`src/rtl/pcs_pkg.sv`:
```
// Shared 64b/66b PCS definitions: sync headers, block types, CGMII
// characters, 7-bit control codes, TX state encodings and the error block.
package pcs_pkg;

    localparam logic [1:0] SYNC_DATA = 2'b01;
    localparam logic [1:0] SYNC_CTRL = 2'b10;

    localparam logic [7:0] BT_CTRL  = 8'h1E;
    localparam logic [7:0] BT_START = 8'h78;
    localparam logic [7:0] BT_OSET  = 8'h4B;
    localparam logic [7:0] BT_TERM0 = 8'h87;
    localparam logic [7:0] BT_TERM1 = 8'h99;
    localparam logic [7:0] BT_TERM2 = 8'hAA;
    localparam logic [7:0] BT_TERM3 = 8'hB4;
    localparam logic [7:0] BT_TERM4 = 8'hCC;
    localparam logic [7:0] BT_TERM5 = 8'hD2;
    localparam logic [7:0] BT_TERM6 = 8'hE1;
    localparam logic [7:0] BT_TERM7 = 8'hFF;

    localparam logic [7:0] CH_IDLE  = 8'h07;
    localparam logic [7:0] CH_ERROR = 8'hFE;
    localparam logic [7:0] CH_START = 8'hFB;
    localparam logic [7:0] CH_TERM  = 8'hFD;
    localparam logic [7:0] CH_SEQ   = 8'h9C;
    localparam logic [7:0] CH_SIG   = 8'h5C;

    localparam logic [6:0] CC_IDLE  = 7'h00;
    localparam logic [6:0] CC_ERROR = 7'h1E;

    // O-code nibble carried in an ordered-set block
    localparam logic [3:0] OC_SEQ = 4'h0;
    localparam logic [3:0] OC_SIG = 4'hF;

    typedef enum logic [4:0] {
        TX_INIT = 5'b00001,
        TX_C    = 5'b00010,
        TX_D    = 5'b00100,
        TX_T    = 5'b01000,
        TX_E    = 5'b10000
    } tx_state_e;

    typedef enum logic [2:0] {
        CLS_D,
        CLS_C,
        CLS_S,
        CLS_O,
        CLS_T,
        CLS_E
    } blk_class_e;

    localparam logic [65:0] EBLOCK = {SYNC_CTRL, BT_CTRL, {8{CC_ERROR}}};

    // Block type of a terminate block whose FD sits in lane k
    function automatic logic [7:0] term_type(input logic [2:0] k);
        case (k)
            3'd0:    term_type = BT_TERM0;
            3'd1:    term_type = BT_TERM1;
            3'd2:    term_type = BT_TERM2;
            3'd3:    term_type = BT_TERM3;
            3'd4:    term_type = BT_TERM4;
            3'd5:    term_type = BT_TERM5;
            3'd6:    term_type = BT_TERM6;
            default: term_type = BT_TERM7;
        endcase
    endfunction

endpackage

```
`src/rtl/encoder_64b66b_if.sv`:
```
// CGMII-in / coded-block-out bus of the 64b/66b encoder.
// Optional feature macro: ENCODER_ERROR_COUNT_EN adds o_err_count.
interface encoder_64b66b_if #(
    parameter int NB_DATA_RAW = 64,
    parameter int NB_CTRL_RAW = 8,
    parameter int NB_CODED    = 66
) ();
    logic                   i_enable;
    logic [NB_DATA_RAW-1:0] i_tx_data;
    logic [NB_CTRL_RAW-1:0] i_tx_ctrl;
    logic [NB_CODED-1:0]    o_tx_coded;
    logic                   o_valid;
    logic [4:0]             o_state;
`ifdef ENCODER_ERROR_COUNT_EN
    logic [15:0]            o_err_count;

    modport master (output i_enable, i_tx_data, i_tx_ctrl,
                    input  o_tx_coded, o_valid, o_state, o_err_count);
    modport slave  (input  i_enable, i_tx_data, i_tx_ctrl,
                    output o_tx_coded, o_valid, o_state, o_err_count);
`else
    modport master (output i_enable, i_tx_data, i_tx_ctrl,
                    input  o_tx_coded, o_valid, o_state);
    modport slave  (input  i_enable, i_tx_data, i_tx_ctrl,
                    output o_tx_coded, o_valid, o_state);
`endif
endinterface

```
`src/rtl/encoder_block_classifier.sv`:
```
// Combinational classification of one CGMII word into D/C/S/O/Tk/E,
// with the lane index of FD for terminate words.
module encoder_block_classifier
    import pcs_pkg::*;
#(
    parameter int NB_DATA_RAW = 64,
    parameter int NB_CTRL_RAW = 8
) (
    input  logic [NB_DATA_RAW-1:0] i_tx_data,
    input  logic [NB_CTRL_RAW-1:0] i_tx_ctrl,
    output blk_class_e             o_class,
    output logic [2:0]             o_term_k
);

    function automatic logic all_idle_or_error(input logic [63:0] d);
        logic ok;
        ok = 1'b1;
        for (int i = 0; i < 8; i++) begin
            if (d[63-8*i -: 8] != CH_IDLE && d[63-8*i -: 8] != CH_ERROR) ok = 1'b0;
        end
        return ok;
    endfunction

    // Lanes before k are data (ctrl bits clear), lane k is FD, the rest idle
    function automatic logic is_term(input logic [63:0] d, input logic [7:0] c, input int k);
        logic ok;
        ok = (c == (8'hFF >> k)) && (d[63-8*k -: 8] == CH_TERM);
        for (int j = k + 1; j < 8; j++) begin
            if (d[63-8*j -: 8] != CH_IDLE) ok = 1'b0;
        end
        return ok;
    endfunction

    logic [7:0] lane0;
    assign lane0 = i_tx_data[NB_DATA_RAW-1 -: 8];

    // Priority chain; the ctrl patterns keep the classes mutually exclusive
    always_comb begin
        o_class  = CLS_E;
        o_term_k = 3'd0;
        if (i_tx_ctrl == 8'h00) begin
            o_class = CLS_D;
        end else if (i_tx_ctrl == 8'hFF && all_idle_or_error(i_tx_data)) begin
            o_class = CLS_C;
        end else if (i_tx_ctrl == 8'h80 && lane0 == CH_START) begin
            o_class = CLS_S;
        end else if (i_tx_ctrl == 8'h80 && (lane0 == CH_SEQ || lane0 == CH_SIG)) begin
            o_class = CLS_O;
        end else begin
            for (int k = 0; k < 8; k++) begin
                if (is_term(i_tx_data, i_tx_ctrl, k)) begin
                    o_class  = CLS_T;
                    o_term_k = k[2:0];
                end
            end
        end
    end

endmodule

```
`src/rtl/encoder_64b66b.sv`:
```
// 64b/66b transmit encoder: classifies each CGMII word, tracks the TX
// state machine and registers one coded block per enabled clock.
// Optional feature macro: ENCODER_ERROR_COUNT_EN adds a saturating
// 16-bit count of emitted error blocks on o_err_count.
module encoder_64b66b
    import pcs_pkg::*;
#(
    parameter int NB_DATA_RAW = 64,
    parameter int NB_CTRL_RAW = 8,
    parameter int NB_CODED    = 66
) (
    input  logic              i_clock,
    input  logic              i_reset,
    encoder_64b66b_if.slave   bus
);

    blk_class_e          blk_class;
    logic [2:0]          term_k;
    tx_state_e           state_p1;
    tx_state_e           state_next;
    logic [NB_CODED-1:0] coded_next;
    logic [NB_CODED-1:0] coded_p1;
    logic                vld_p1;

    encoder_block_classifier #(
        .NB_DATA_RAW (NB_DATA_RAW),
        .NB_CTRL_RAW (NB_CTRL_RAW)
    ) u_classifier (
        .i_tx_data (bus.i_tx_data),
        .i_tx_ctrl (bus.i_tx_ctrl),
        .o_class   (blk_class),
        .o_term_k  (term_k)
    );

    function automatic logic [65:0] encode_block(input blk_class_e cls,
                                                 input logic [2:0] k,
                                                 input logic [63:0] d);
        logic [55:0] codes;
        logic [55:0] keep;
        logic [3:0]  ocode;
        for (int i = 0; i < 8; i++) begin
            codes[55-7*i -: 7] = (d[63-8*i -: 8] == CH_ERROR) ? CC_ERROR : CC_IDLE;
        end
        // Keep the k leading data bytes of a terminate block, zero the rest
        keep  = ~({56{1'b1}} >> (8 * k));
        ocode = (d[63:56] == CH_SIG) ? OC_SIG : OC_SEQ;
        case (cls)
            CLS_D:   encode_block = {SYNC_DATA, d};
            CLS_C:   encode_block = {SYNC_CTRL, BT_CTRL, codes};
            CLS_S:   encode_block = {SYNC_CTRL, BT_START, d[55:0]};
            CLS_O:   encode_block = {SYNC_CTRL, BT_OSET, d[55:32], ocode, 28'h0};
            CLS_T:   encode_block = {SYNC_CTRL, term_type(k), d[63:8] & keep};
            default: encode_block = EBLOCK;
        endcase
    endfunction

    // Next-state and next coded block from the current state and input class
    always_comb begin
        state_next = TX_E;
        case (state_p1)
            TX_INIT, TX_C, TX_T: begin
                if (blk_class == CLS_C || blk_class == CLS_O) state_next = TX_C;
                else if (blk_class == CLS_S)                  state_next = TX_D;
                else                                          state_next = TX_E;
            end
            TX_D: begin
                if (blk_class == CLS_D)      state_next = TX_D;
                else if (blk_class == CLS_T) state_next = TX_T;
                else                         state_next = TX_E;
            end
            TX_E: begin
                if (blk_class == CLS_D || blk_class == CLS_S)      state_next = TX_D;
                else if (blk_class == CLS_T)                       state_next = TX_T;
                else if (blk_class == CLS_C || blk_class == CLS_O) state_next = TX_C;
                else                                               state_next = TX_E;
            end
            default: state_next = TX_E;
        endcase
        coded_next = (state_next == TX_E) ? EBLOCK
                                          : encode_block(blk_class, term_k, bus.i_tx_data);
    end

    // TX state register, advanced only on enabled clocks
    always_ff @(posedge i_clock or posedge i_reset) begin
        if (i_reset)           state_p1 <= TX_INIT;
        else if (bus.i_enable) state_p1 <= state_next;
    end

    // ---- output stage p1: coded block and its valid flag ----
    // Coded block held while disabled; valid marks an enabled update
    always_ff @(posedge i_clock or posedge i_reset) begin
        if (i_reset) begin
            coded_p1 <= EBLOCK;
            vld_p1   <= 1'b0;
        end else if (bus.i_enable) begin
            coded_p1 <= coded_next;
            vld_p1   <= 1'b1;
        end else begin
            vld_p1   <= 1'b0;
        end
    end

    assign bus.o_tx_coded = coded_p1;
    assign bus.o_valid    = vld_p1;
    assign bus.o_state    = state_p1;

`ifdef ENCODER_ERROR_COUNT_EN
    logic [15:0] err_cnt_p1;

    function automatic logic [15:0] sat_inc(input logic [15:0] v);
        return (v == 16'hFFFF) ? v : v + 16'd1;
    endfunction

    // Count every error block emitted, sticking at all-ones
    always_ff @(posedge i_clock or posedge i_reset) begin
        if (i_reset)                                    err_cnt_p1 <= 16'h0;
        else if (bus.i_enable && state_next == TX_E)    err_cnt_p1 <= sat_inc(err_cnt_p1);
    end

    assign bus.o_err_count = err_cnt_p1;
`endif

endmodule

```
`src/flat_wrapper.sv`:
```
// flat-port wrapper written by rule: the top's interface ports become plain ports
module encoder_64b66b_flat import pcs_pkg::*;
#(
    parameter int NB_DATA_RAW = 64,
    parameter int NB_CTRL_RAW = 8,
    parameter int NB_CODED    = 66
)
  (i_clock, i_reset, bus_i_enable, bus_i_tx_data, bus_i_tx_ctrl, bus_o_tx_coded, bus_o_valid, bus_o_state);
  encoder_64b66b_if #(.NB_DATA_RAW(NB_DATA_RAW), .NB_CTRL_RAW(NB_CTRL_RAW), .NB_CODED(NB_CODED)) bus_i ();
  input  logic i_clock;
  input  logic i_reset;
  input wire logic [$bits(bus_i.i_enable)-1:0] bus_i_enable;
  input wire logic [$bits(bus_i.i_tx_data)-1:0] bus_i_tx_data;
  input wire logic [$bits(bus_i.i_tx_ctrl)-1:0] bus_i_tx_ctrl;
  output wire logic [$bits(bus_i.o_tx_coded)-1:0] bus_o_tx_coded;
  output wire logic [$bits(bus_i.o_valid)-1:0] bus_o_valid;
  output wire logic [$bits(bus_i.o_state)-1:0] bus_o_state;
  assign bus_i.i_enable = bus_i_enable;
  assign bus_i.i_tx_data = bus_i_tx_data;
  assign bus_i.i_tx_ctrl = bus_i_tx_ctrl;
  assign bus_o_tx_coded = bus_i.o_tx_coded;
  assign bus_o_valid = bus_i.o_valid;
  assign bus_o_state = bus_i.o_state;
  encoder_64b66b #(.NB_DATA_RAW(NB_DATA_RAW), .NB_CTRL_RAW(NB_CTRL_RAW), .NB_CODED(NB_CODED)) u_core (.i_clock(i_clock), .i_reset(i_reset), .bus(bus_i));
endmodule
```
`config.mk`:
```
export PLATFORM = sky130hd
export DESIGN_NAME = encoder_64b66b_flat
export DESIGN_NICKNAME = d
export VERILOG_FILES = /design/src/rtl/pcs_pkg.sv /design/src/rtl/encoder_64b66b_if.sv /design/src/rtl/encoder_block_classifier.sv /design/src/rtl/encoder_64b66b.sv /design/src/flat_wrapper.sv
export SDC_FILE = /design/constraint.sdc
export NUM_CORES = 1
export LEC_CHECK = 0
export ABC_AREA = 1
export BUFFER_PORTS_ARGS = -buffer_cell sky130_fd_sc_hd__buf_2
export CAP_MARGIN = 20
export CORE_ASPECT_RATIO = 1.75
export CORE_MARGIN = 10
export CORE_UTILIZATION = 54
export CTS_CLUSTER_SIZE = 20
export DETAILED_ROUTE_END_ITERATION = 16
export GPL_TIMING_DRIVEN = 0
export PLACE_DENSITY = 0.82
export RECOVER_POWER = 100
export SKIP_LAST_GASP = 1
export SYNTH_ARGS = -nofsm -noshare
export SYNTH_HDL_FRONTEND = slang
export SYNTH_HIERARCHICAL = 1
export SYNTH_SLANG_ARGS = --single-unit
```
`constraint.sdc`:
```
create_clock -name i_clock -period 2.53 [get_ports i_clock]
set_input_delay 0.253 -clock i_clock [delete_from_list [all_inputs] [get_ports i_clock]]
set_output_delay 0.253 -clock i_clock [all_outputs]
set_load 0.005 [all_outputs]
```
# Word level (Yosys, flattened, before mapping)
# Index checks and enable logic that the tools add are counted.
# totals
wordCells,201
latch_bits,0
romBits,0
out_inout_bits,72
regBits,72
n_memories,0
ramBits,0
# op_classes
n_lt_le_gt_ge,0
mux,109
multipliers,0
reduce_logical,26
n_eq_ne,60
bitwise,2
div,0
shifts,1
n_addsub,0
# op_table
op,n
66-bit case mux with 5 select lines,1
"8-bit equality test, second input constant",20
5-bit 2-to-1 mux,15
1-bit 2-to-1 mux,68
66-bit 2-to-1 mux,1
"8-bit by 3-bit inequality test with 1-bit output, second input constant",8
"8-bit inequality test, second input constant",8
3-bit 2-to-1 mux,21
56-bit AND,1
56-bit NOT,1
"56-bit by 6-bit >> shifter with 56-bit output, first input constant",1
7-bit case mux with 7 select lines,1
1-bit logical AND,19
"8-bit by 7-bit equality test with 1-bit output, second input constant",2
5-bit case mux with 3 select lines,1
"3-bit by 2-bit equality test with 1-bit output, second input constant",4
"3-bit equality test, second input constant",4
"5-bit equality test, second input constant",2
"8-bit by 1-bit equality test with 1-bit output, second input constant",1
"8-bit by 2-bit equality test with 1-bit output, second input constant",1
"8-bit by 3-bit equality test with 1-bit output, second input constant",1
"8-bit by 4-bit equality test with 1-bit output, second input constant",1
"8-bit by 5-bit equality test with 1-bit output, second input constant",1
"8-bit by 6-bit equality test with 1-bit output, second input constant",1
10 further kinds,14

# Depth between registers and ports, before layout
# Gate-level depths: netlist (run 1).
# depth
ltp_word,34
mapped_depth,21
ltp_nobuf,21

# By module
# Netlist (run 1), hierarchy kept.
# by_module_without_submodules
module,seq_area_each_um2,area_each_um2,cells_each,n_inst
encoder_64b66b,1849.3,4414.2,648,1
encoder_block_classifier,0.0,1041.0,233,1

# Worst setup path before layout (run 1)
# OpenSTA, ideal clock, no wires.
# synth_timing
kind,in2reg
from,in bus_i_tx_ctrl[2]
to,"reg u_core.state_p1[4], in the netlist u_core/bus.o_state[4]"
path_slack_ns,0.260
path_stages,15
setup_ns,0.132
required_time_ns,2.398
arrival_ns,2.138
path_buffers,2
path_cell_list,or2_4 -> nor2_4 -> nand2_4 -> nor4_4 -> nand4_1 -> nand2_1 -> nor2_1 -> buf_2 -> nor2_2 -> o21ai_2 -> nand2_2 -> nand2_4 -> buf_6 -> nand2_1 -> o21ai_1
# synth_via
word_cells_on_any_way,104
classes_between,13 x eq/ne; 76 x mux; 15 x reduce/logical
# synth_rtl
element,line,text
start: declaration,flat_wrapper.sv:14,input wire logic [$bits(bus_i.i_tx_ctrl)-1:0] bus_i_tx_ctrl;
8-bit by 6-bit equality test with 1-bit output,encoder_block_classifier.sv:27,ok = (c == (8'hFF >> k)) && (d[63-8*k -: 8] == CH_TERM);
1-bit logical AND,encoder_block_classifier.sv:27,
1-bit 2-to-1 mux (5 in a row),encoder_block_classifier.sv:29,if (d[63-8*j -: 8] != CH_IDLE) ok = 1'b0;
1-bit 2-to-1 mux,encoder_block_classifier.sv:47,end else if (i_tx_ctrl == 8'h80 && (lane0 == CH_SEQ || lane0 == CH_SIG)) begin
1-bit 2-to-1 mux,encoder_block_classifier.sv:45,end else if (i_tx_ctrl == 8'h80 && lane0 == CH_START) begin
1-bit 2-to-1 mux,encoder_block_classifier.sv:43,end else if (i_tx_ctrl == 8'hFF && all_idle_or_error(i_tx_data)) begin
1-bit 2-to-1 mux,encoder_block_classifier.sv:41,if (i_tx_ctrl == 8'h00) begin
3-bit 2-to-1 mux (6 in a row),encoder_block_classifier.sv:51,"if (is_term(i_tx_data, i_tx_ctrl, k)) begin"
[3 not listed],n/a,
3-bit 2-to-1 mux *,encoder_block_classifier.sv:41,
via u_core.blk_class[1],encoder_64b66b.sv:17,blk_class_e blk_class;
3-bit by 1-bit equality test with 1-bit output or 3-bit by 2-bit equality test with 1-bit output (tied branches),"encoder_64b66b.sv:62, encoder_64b66b.sv:74",
1-bit logical OR,"encoder_64b66b.sv:62, encoder_64b66b.sv:74",
5-bit 2-to-1 mux,encoder_64b66b.sv:74,else if (blk_class == CLS_C || blk_class == CLS_O) state_next = TX_C;
5-bit 2-to-1 mux,encoder_64b66b.sv:73,else if (blk_class == CLS_T) state_next = TX_T;
5-bit 2-to-1 mux,encoder_64b66b.sv:72,if (blk_class == CLS_D || blk_class == CLS_S) state_next = TX_D;
5-bit case mux with 3 select lines *,encoder_64b66b.sv:60,case (state_p1)
end signal: assignment,encoder_64b66b.sv:86,else if (bus.i_enable) state_p1 <= state_next;
end: declaration,encoder_64b66b.sv:19,tx_state_e state_p1;
# Mark *: on every way through the listed nets, which the timed path passes. The rest lies on a longest branch. The select of a mux whose other input is x is not followed.
# A chain may end at the register's enable or synchronous reset.

# Final worst setup path (run 1)
# layout_timing
from,in bus_i_tx_data[36]
to,"reg u_core.coded_p1[62], in the netlist u_core/bus.o_tx_coded[62]"
# layout_via
word_cells_on_any_way,96
classes_between,14 x eq/ne; 75 x mux; 7 x reduce/logical
# layout_rtl
element,line,text
start: declaration,flat_wrapper.sv:13,input wire logic [$bits(bus_i.i_tx_data)-1:0] bus_i_tx_data;
8-bit by 3-bit inequality test with 1-bit output,"encoder_block_classifier.sv:19, encoder_block_classifier.sv:29",
1-bit 2-to-1 mux (5 in a row),encoder_block_classifier.sv:29,
1-bit 2-to-1 mux,encoder_block_classifier.sv:47,
1-bit 2-to-1 mux,encoder_block_classifier.sv:45,
1-bit 2-to-1 mux,encoder_block_classifier.sv:43,
1-bit 2-to-1 mux,encoder_block_classifier.sv:41,
3-bit 2-to-1 mux (6 in a row),encoder_block_classifier.sv:51,
3-bit 2-to-1 mux,encoder_block_classifier.sv:47,
[3 not listed],n/a,
via u_core.blk_class[2],encoder_64b66b.sv:17,
3-bit by 1-bit equality test with 1-bit output or 3-bit by 2-bit equality test with 1-bit output (tied branches),"encoder_64b66b.sv:47, encoder_64b66b.sv:62, encoder_64b66b.sv:74",
1-bit logical OR,"encoder_64b66b.sv:62, encoder_64b66b.sv:74",
5-bit 2-to-1 mux,encoder_64b66b.sv:74,
5-bit 2-to-1 mux,encoder_64b66b.sv:73,
5-bit 2-to-1 mux,encoder_64b66b.sv:72,
5-bit case mux with 3 select lines,encoder_64b66b.sv:60,
5-bit equality test,encoder_64b66b.sv:79,coded_next = (state_next == TX_E) ? EBLOCK
66-bit 2-to-1 mux *,encoder_64b66b.sv:79,
end signal: assignment,encoder_64b66b.sv:96,coded_p1 <= coded_next;
end: declaration,encoder_64b66b.sv:22,logic [NB_CODED-1:0] coded_p1;
# Marked as above.

==> results of run 1 <==
-- cells by family (layout without fill, tap and decap cells) --
family,count (synthesis),count (layout),share of synthesized area [%]
AOI/OAI and AO/OA,105,105,10.6
buffers and inverters,131,298,10.1
DFF,72,72,33.9
other,0,2,0
and+or+nand+nor,573,573,45.4
-- worst max-delay path: cells and delay by family --
kind	cells	cell delay [ns]
compound gates	4	0.66
buf+inv	4	0.74
simple gates	9	1.05
-- power by group through the flow --
stage | logic (mW) | registers, mW | clock network [mW]
6_report | 0.322 | 1.16 | 1.38
5_1_grt | 0.354 | 1.16 | 1.44
4_1_cts | 0.316 | 1.16 | 1.39
3_5_place_dp | 0.315 | 1.18 | 0
3_3_place_gp | 0.312 | 1.18 | 0
2_1_floorplan | 0.145 | 1.18 | 0
-- layout make-up --
class / count / area (um2)
multi-input cells: 678 / 3100
plain buffers: 25 / 155
diodes: 2 / 5.00
fillers: 1034 / 3140
repair buffers: 152 / 726
well taps: 125 / 156
inverters: 105 / 394
flip-flops and latches: 72 / 1850
clock inverters: 6 / 90.1
clock buffers: 10 / 229
-- state kept, by name (all words and copies together), names as in the netlist --
| register | cells |
|---|---|
| u_core/bus.o_state | 5 |
| u_core/bus.o_tx_coded | 66 |
| u_core/bus.o_valid | 1 |
-- synthesized netlist by cell type (2+ instances only) --
cell,instances
sky130_fd_sc_hd__a21oi_1,26
sky130_fd_sc_hd__buf_2,4
sky130_fd_sc_hd__buf_4,4
sky130_fd_sc_hd__buf_6,5
sky130_fd_sc_hd__clkbuf_1,13
sky130_fd_sc_hd__dfrtp_1,34
sky130_fd_sc_hd__dfstp_2,38
sky130_fd_sc_hd__inv_1,95
sky130_fd_sc_hd__inv_2,10
sky130_fd_sc_hd__nand2_1,237
sky130_fd_sc_hd__nand2_2,5
sky130_fd_sc_hd__nand2_4,4
sky130_fd_sc_hd__nand3_1,56
sky130_fd_sc_hd__nand3b_1,2
sky130_fd_sc_hd__nand4_1,27
sky130_fd_sc_hd__nor2_1,198
sky130_fd_sc_hd__nor2_2,10
sky130_fd_sc_hd__nor2_4,4
sky130_fd_sc_hd__nor3_1,18
sky130_fd_sc_hd__nor4_1,2
sky130_fd_sc_hd__o2111ai_1,2
sky130_fd_sc_hd__o211ai_1,4
sky130_fd_sc_hd__o21ai_0,25
sky130_fd_sc_hd__o21ai_1,32
sky130_fd_sc_hd__o22ai_1,11
sky130_fd_sc_hd__or2_2,5
-- per-layer routing --
layer,global-route usage [%],up-vias,wire length (um)
li1,-,3133,-
met1,30.8,2891,7650
met2,46.8,328,10600
met3,3.92,84,1340
met4,14.7,0,1030
met5,0,-,0
-- how the worst max path moves through the flow --
stage	from	end	slack, ns	cells past startpoint
6_report	bus_i_tx_data[36]	u_core/bus.o_tx_coded[62]$_DFFE_PP0P_	0.1	17
3_5_place_dp	bus_i_tx_data[0]	u_core/bus.o_tx_coded[13]$_DFFE_PP0P_	-0.44	18
2_1_floorplan	bus_i_tx_ctrl[2]	u_core/bus.o_state[4]$_DFFE_PP0P_	0.26	15
5_1_grt	bus_i_tx_data[36]	u_core/bus.o_tx_coded[62]$_DFFE_PP0P_	-0.01	17
4_1_cts	bus_i_tx_ctrl[2]	u_core/bus.o_tx_coded[30]$_DFFE_PP1P_	0.03	18
3_3_place_gp	bus_i_tx_data[0]	u_core/bus.o_tx_coded[13]$_DFFE_PP0P_	-0.43	18
-- stage by stage --
stage | std cells | worst slack [ns] | utilization, %
finish | 1175 | 0.0970 | 68.1
global route | 1174 | -0.0117 | 68.1
CTS | 1168 | 0.0280 | 67.7
detailed placement | 1152 | -0.443 | 64.4
global placement | 1152 | -0.427 | 64.4
floorplan | 881 | 0.260 | -
-- what timing repair did --
item	4_1_cts	5_1_grt
setup buffers	0	6
endpoints found under the setup margin	18	56
pin swaps	0	3
hold buffers	0	0
resized for setup	2	12
==> metrics.yaml, run 1 <==
synth_top_cell_by_area: "sky130_fd_sc_hd__dfstp_2"
detailedRoute.firstPassIterationCount: 8
initial_cell_density_of_the_core_pct: 55.4
dominantRegCellSynth: "sky130_fd_sc_hd__dfstp_2"
numPortBuffers: 146
die_h_um: 153
cellLeakagePower_nw: 3.06
grt-ovfl-total: 0
critical_path_rt_ns: 2.79
mappedNetlistNets: 956
io_pins: 147
finalHoldViolations: 0
finalWirelength_mm: 20.6
comb_power_share_pct: 11.2
yosysSeqAreaShare_pct: 33.9
most-common-layout-cells: "236 x sky130_fd_sc_hd__nand2_1, 197 x sky130_fd_sc_hd__nor2_1, 99 x sky130_fd_sc_hd__buf_2, 94 x sky130_fd_sc_hd__inv_1, 61 x sky130_fd_sc_hd__clkbuf_1"
dr.first_iter.drc_count: 554
fin_crit_sh_pct: 96.2
crit_chain: "buf_2 > nand2_1 > nor2_1 > nand4_1 > a21oi_2 > nand2_1 > nor2_1 > nand2_1 > o21ai_1 > nor2_1 > buf_4 > nand2_2 > nand2_4 > inv_2 > buf_6 > o21ai_0 > o21ai_1"
cts_max_path_buffers: 2
max_freq_mhz: 411
clock-root-buffer: "sky130_fd_sc_hd__clkbuf_16"
synth_top_cells_by_area: "sky130_fd_sc_hd__dfstp_2 18%, sky130_fd_sc_hd__nand2_1 16%, sky130_fd_sc_hd__dfrtp_1 16%"
power_density_mw_per_mm2: 426
place_area_mm2: 0.00634
regToRegSetupSlack_ns: 0.68
gp_routability_congestion: 1.02
tightest_slew_ns: 1.45
synth.yosys.warnings: 6
clock_latency_ns: 0.34
routed_wire_length_per_instance_um: 17.6
timing.final.max_slew_violations: 0
remaining_drc_errors: 0
drv.max_cap_violation_count: 0
grt_first_pass_wirelength_mm: 31.3
slowest_stage: "sky130_fd_sc_hd__nor2_1"
synthToLayoutAreaGrowth_pct: 22.9
maxSlewHeadroom_pct: 3.04
numCtsBuffers: 9
pwr-share-clk_pct: 48.1
count_of_flip_flops_with_a_built_in_enable_after_synthesis: 0
post_synthesis_instance_area_mm2: 0.00546
synthArstFlopShare_pct: 100
critPathArrivalTime_ns: 2.69
drive_gt1_share_pct: 20.0
synth_cell_types: 36
share_seq_of_total_power_pct: 40.6
outcome: "complete, no violations"
h_tree_levels: 3
critPathCaptureType: "flip-flop"
crit_path_max_fanout: 10
yosys_register_bits: 72
die_width_um: 96.0
reg2reg_to: "u_core/bus.o_tx_coded[60]$_DFFE_PP1P_"
routed_via_density: 5.48
drtAntennaViolNets: 0
internal_power_mw: 2.12
hold-path-endpoint: "u_core/bus.o_valid$_DFF_PP0_"
max_stage_delay_ns: 0.23
crit-reg2reg-launch: "u_core/bus.o_state[0]$_DFFE_PP1P_"
r2r_depth: 10
clock_sinks: 72
whs_ns: 0.120
minimum_period_implied_by_the_final_worst_setup_slack_ns: 2.43
placementRows: 48
netlist.area_leader.share_pct: 18.3
totalPowerFinal_mw: 2.86
worstHoldPathType: "in2reg"
ir_worst_vdd_mv: 0.348
hpwl_mm: 16.6
final_nets: 1118
pin_count_of_the_biggest_net_entering_global_routing: 73
number_of_global_route_vias_before_repair: 6229
global_route.usage.total_pct: 27.2
fin_tns_setup_ns: 0
netSwitchingPower_mw: 0.739
power.share.switching_pct: 25.9
average_cell_area_after_synthesis_um2: 6.19
mostFrequentLayoutCell: "sky130_fd_sc_hd__nand2_1"
critPathLaunchType: "primary input"
whs_path_depth: 1
worstHoldStart: "bus_i_enable"
total_via_count_in_the_routed_design: 6436
report.final.setup_viol: 0
clock_skew_ns: 0.00538
syn-instance-count: 881
antenna_found_initial: 1
layout.cell_area.non_filler_mm2: 0.00671
core-area_mm2: 0.00985
clkSlewWorstSetupHoldPaths_ns: 0.06
tritoncts_clock_tree: "yes"
timing.setup.critical_path_class: "in2reg"
dieArea_mm2: 0.0147
(Power assumes the default switching activity.)
==> run 2: changes to the inputs <==
--- a/config.mk
+++ b/config.mk
@@ -19,5 +19,4 @@
 export SKIP_LAST_GASP = 1
 export SYNTH_ARGS = -nofsm -noshare
 export SYNTH_HDL_FRONTEND = slang
-export SYNTH_HIERARCHICAL = 1
 export SYNTH_SLANG_ARGS = --single-unit
==> run 2 against run 1 <==
Compared with the run above: the flow now finishes with violations (max-capacitance violations); design area shrank 1.2%; sequential cell count unchanged; first-iteration DRC count shrank 1.1%; largest cell class unchanged.
==> metrics.yaml, run 2 <==
outcome: "complete, but fails checks"
failed_checks: "max-capacitance violations"
critPathArrivalTime_ns: 2.67  # -0.02 ns
dominantRegCellSynth: "sky130_fd_sc_hd__dfstp_2"
average_cell_area_after_synthesis_um2: 6.40  # +3.3%
most-common-layout-cells: "232 x sky130_fd_sc_hd__nand2_1, 138 x sky130_fd_sc_hd__nor2_1, 121 x sky130_fd_sc_hd__inv_1, 104 x sky130_fd_sc_hd__buf_2, 60 x sky130_fd_sc_hd__clkbuf_1"
timing.final.max_slew_violations: 0  # unchanged
tightest_slew_ns: 1.48  # +0.0286 ns
synth.cells.most_frequent: "230 x sky130_fd_sc_hd__nand2_1, 139 x sky130_fd_sc_hd__nor2_1, 120 x sky130_fd_sc_hd__inv_1, 50 x sky130_fd_sc_hd__nand3_1, 39 x sky130_fd_sc_hd__a21oi_1"
critPathLaunchType: "primary input"
count_of_flip_flops_with_a_built_in_enable_after_synthesis: 0  # unchanged
critical_path_rt_ns: 2.81  # +0.02 ns
netlist.area_leader.share_pct: 18.2  # -0.067 points
hpwl_mm: 17.1  # +2.9%
max_freq_mhz: 418  # +1.8%
synth_cell_types: 35  # -2.8%
finalWirelength_mm: 20.8  # +0.88%
grt-ovfl-total: 0  # unchanged
syn-instance-count: 856  # -2.8%
clock-root-buffer: "sky130_fd_sc_hd__clkbuf_16"
mostFrequentLayoutCell: "sky130_fd_sc_hd__nand2_1"
clock_skew_ns: 0.0122  # +0.00685 ns
rsz_0062_raised_after_global_routing: "no"
synth.most_common_cell: "sky130_fd_sc_hd__nand2_1"
pin_count_of_the_biggest_net_entering_global_routing: 73  # unchanged
internal_power_mw: 2.14  # +1.1%
slowest_stage: "sky130_fd_sc_hd__o21ai_0"
critPathCaptureType: "flip-flop"
post_synthesis_instance_area_mm2: 0.00548  # +0.37%
h_tree_levels: 3  # unchanged
power_density_mw_per_mm2: 446  # +4.6%
fin_crit_sh_pct: 94.4  # -1.7 points
drive_gt1_share_pct: 20.1  # +0.040 points
max_stage_delay_ns: 0.32  # +0.09 ns
total_via_count_in_the_routed_design: 6269  # -2.6%
power.share.switching_pct: 27.5  # +1.7 points
io_pins: 147  # unchanged
maxSlewHeadroom_pct: 0.994  # -2.0 points
synthArstFlopShare_pct: 100  # unchanged
drtAntennaViolNets: 0  # unchanged
crit_chain: "buf_2 > nor2_1 > nand2_1 > nor2_1 > nand2_1 > inv_1 > nand3_1 > nand2_2 > nor2_2 > inv_1 > ha_2 > or2_2 > clkbuf_2 > nand2_1 > o21ai_0 > nand2_1 > nand2_1"
minimum_period_implied_by_the_final_worst_setup_slack_ns: 2.39  # -0.0435 ns
whs_ns: 0.0441  # -0.0757 ns
netSwitchingPower_mw: 0.814  # +10%
clock_latency_ns: 0.34  # about the same
finalHoldViolations: 0  # unchanged
final_core_util_pct: 66.9  # -1.2 points
worstHoldPathType: "in2reg"
cellLeakagePower_nw: 3.25  # +6.3%
clkSlewWorstSetupHoldPaths_ns: 0.06  # about the same
timing.setup.critical_path_class: "in2reg"
clock_sinks: 72  # unchanged
ir_worst_vdd_mv: 0.324  # -6.7%
hold_buffers: 0  # unchanged
grt_first_pass_wirelength_mm: 32.2  # +2.7%
area_of_the_multi_input_gates_mm2: 0.00298  # -3.8%
yosysSeqAreaShare_pct: 33.8  # -0.12 points
number_of_global_route_vias_before_repair: 6229  # unchanged
dieArea_mm2: 0.0147  # +0.30%
detailedRoute.firstPassIterationCount: 6  # -2
max_reg_flops: 66  # unchanged
report.final.setup_viol: 0  # unchanged
tritoncts_clock_tree: "yes"
dr.first_iter.drc_count: 548  # -1.1%
global_route.usage.total_pct: 28.0  # +0.77 points
mappedNetlistNets: 936  # -2.1%
gp_routability_congestion: 1.01  # -0.53%
placementRows: 48  # unchanged
numCtsBuffers: 9  # unchanged
yosys_register_bits: 72  # unchanged
numPortBuffers: 146  # unchanged
final_nets: 1096  # -2.0%
initial_cell_density_of_the_core_pct: 55.3  # -0.13 points
die_h_um: 153  # +0.16%
synthToLayoutAreaGrowth_pct: 21.1
antenna_found_initial: 2  # +1
synth_top_cells_by_area: "sky130_fd_sc_hd__dfstp_2 18%, sky130_fd_sc_hd__nand2_1 16%, sky130_fd_sc_hd__dfrtp_1 16%"
synth_top_cell_by_area: "sky130_fd_sc_hd__dfstp_2"
drv.max_cap_violation_count: 1  # +1
crit_path_max_fanout: 7  # -3
share_seq_of_total_power_pct: 39.7  # -0.9 points
sequential_cell_area_mm2: 0.00185  # unchanged
comb_power_share_pct: 12.3  # +1.1 points
routed_wire_length_per_instance_um: 18.1  # +3.3%
die_width_um: 96.1  # +0.14%
pwr-share-clk_pct: 48.1  # about the same
remaining_drc_errors: 0  # unchanged
core-area_mm2: 0.00991  # +0.61%
fillerInstances: 1005  # -2.8%
synth.yosys.warnings: 0  # -6
cts_max_path_buffers: 2  # unchanged
critical_path.most_common_cell: "sky130_fd_sc_hd__nand2_1"
routed_via_density: 5.47  # -0.22%
run 2: changes by cell type in the layout (fill, tap and decap cells not counted), moves of 7 or more:
cell	before	now
sky130_fd_sc_hd__inv_1	94	121
sky130_fd_sc_hd__o22ai_1	10	21
sky130_fd_sc_hd__a21oi_1	25	46
sky130_fd_sc_hd__nand2_2	5	12
sky130_fd_sc_hd__buf_4	10	3
sky130_fd_sc_hd__o21ai_1	32	4
sky130_fd_sc_hd__o21ai_0	25	35
sky130_fd_sc_hd__nor2_1	197	138
run 2: worst paths after layout:
path | start | end | slack, ns | cells past startpoint
worst max-delay path | bus_i_tx_data[31] | u_core.bus.o_tx_coded[34]$_DFFE_PP0P_ | 0.14 | 17
worst min-delay path | bus_i_enable | u_core.bus.o_valid$_DFF_PP0_ | 0.04 | 1
worst max register to register | u_core.bus.o_state[1]$_DFFE_PP0P_ | u_core.bus.o_tx_coded[26]$_DFFE_PP0P_ | 0.28 | 12
worst min register to register | u_core.bus.o_tx_coded[55]$_DFFE_PP0P_ | u_core.bus.o_tx_coded[55]$_DFFE_PP0P_ | 0.47 | 2
max in group asynchronous | i_reset | u_core.bus.o_tx_coded[12]$_DFFE_PP0P_ | 1.29 | 2
min in group asynchronous | i_reset | u_core.bus.o_state[3]$_DFFE_PP0P_ | 0.35 | 2
run 2: layout make-up:
cell class	instances	share of cell area [%]
Clock buffer	9	3.40
Buffer	23	1.89
Inverter	130	7.36
Sequential cell	72	27.9
Clock inverter	7	1.55
Tap cell	125	2.36
Antenna cell	1	0.0378
Multi-Input combinational cell	631	45.0
Timing Repair Buffer	149	10.5
run 2: power by group through the flow:
stage,Sequential [mW],Combinational [mW],Clock (mW)
final,1.17,0.363,1.42
after global routing,1.17,0.399,1.47
after CTS,1.17,0.363,1.42
after detailed placement,1.19,0.362,0
after global placement,1.19,0.356,0
after floorplan,1.19,0.186,0
run 2: critical path: cells and delay by family:
| family | cells | cell delay, ns |
|---|---|---|
| and+or+nand+nor | 11 | 1.36 |
| adders and majority gates | 1 | 0.26 |
| buffers and inverters | 4 | 0.48 |
| AOI/OAI and AO/OA | 1 | 0.32 |
run 2: metrics by stage:
stage	power, mW	instances	setup WS, ns	setup TNS (ns)	cell area, um2
floorplan	1.38	856	0.302	0	5480
global placement	1.55	1127	-0.322	-13.99	6360
detailed placement	1.55	1127	-0.312	-3.23	6360
CTS	2.96	1143	0.0386	0	6690
global route	3.05	1147	0.0294	0	6630
finish	2.96	1147	0.140	0	6630
run 2: metal layers:
layer / routed length [um] / global-route usage [%] / vias to the layer above / part of all wire [%]
met4: 947 / 12.9 / 2 / 4.6
met1: 7430 / 29.9 / 2891 / 36
li1: - / - / 3040 / -
met5: 12 / 0 / - / 0.058
met3: 1610 / 5.84 / 57 / 7.8
met2: 10800 / 49.8 / 279 / 52
run 2: what timing repair did:
action / 4_1_cts / 5_1_grt
setup buffers: 0 / 3
gates resized for setup: 0 / 5
setup endpoints to repair: 0 / 49
run 2: kinds of logic (layout without fill, tap and decap cells):
group / after synthesis / count (layout) / synth area share (%)
and+or+nand+nor: 505 / 505 / 41.1
DFF: 72 / 72 / 33.8
adders and majority gates: 5 / 5 / 1.14
other: 0 / 1 / 0
buffers and inverters: 153 / 318 / 11.2
AOI/OAI and AO/OA: 121 / 121 / 12.8
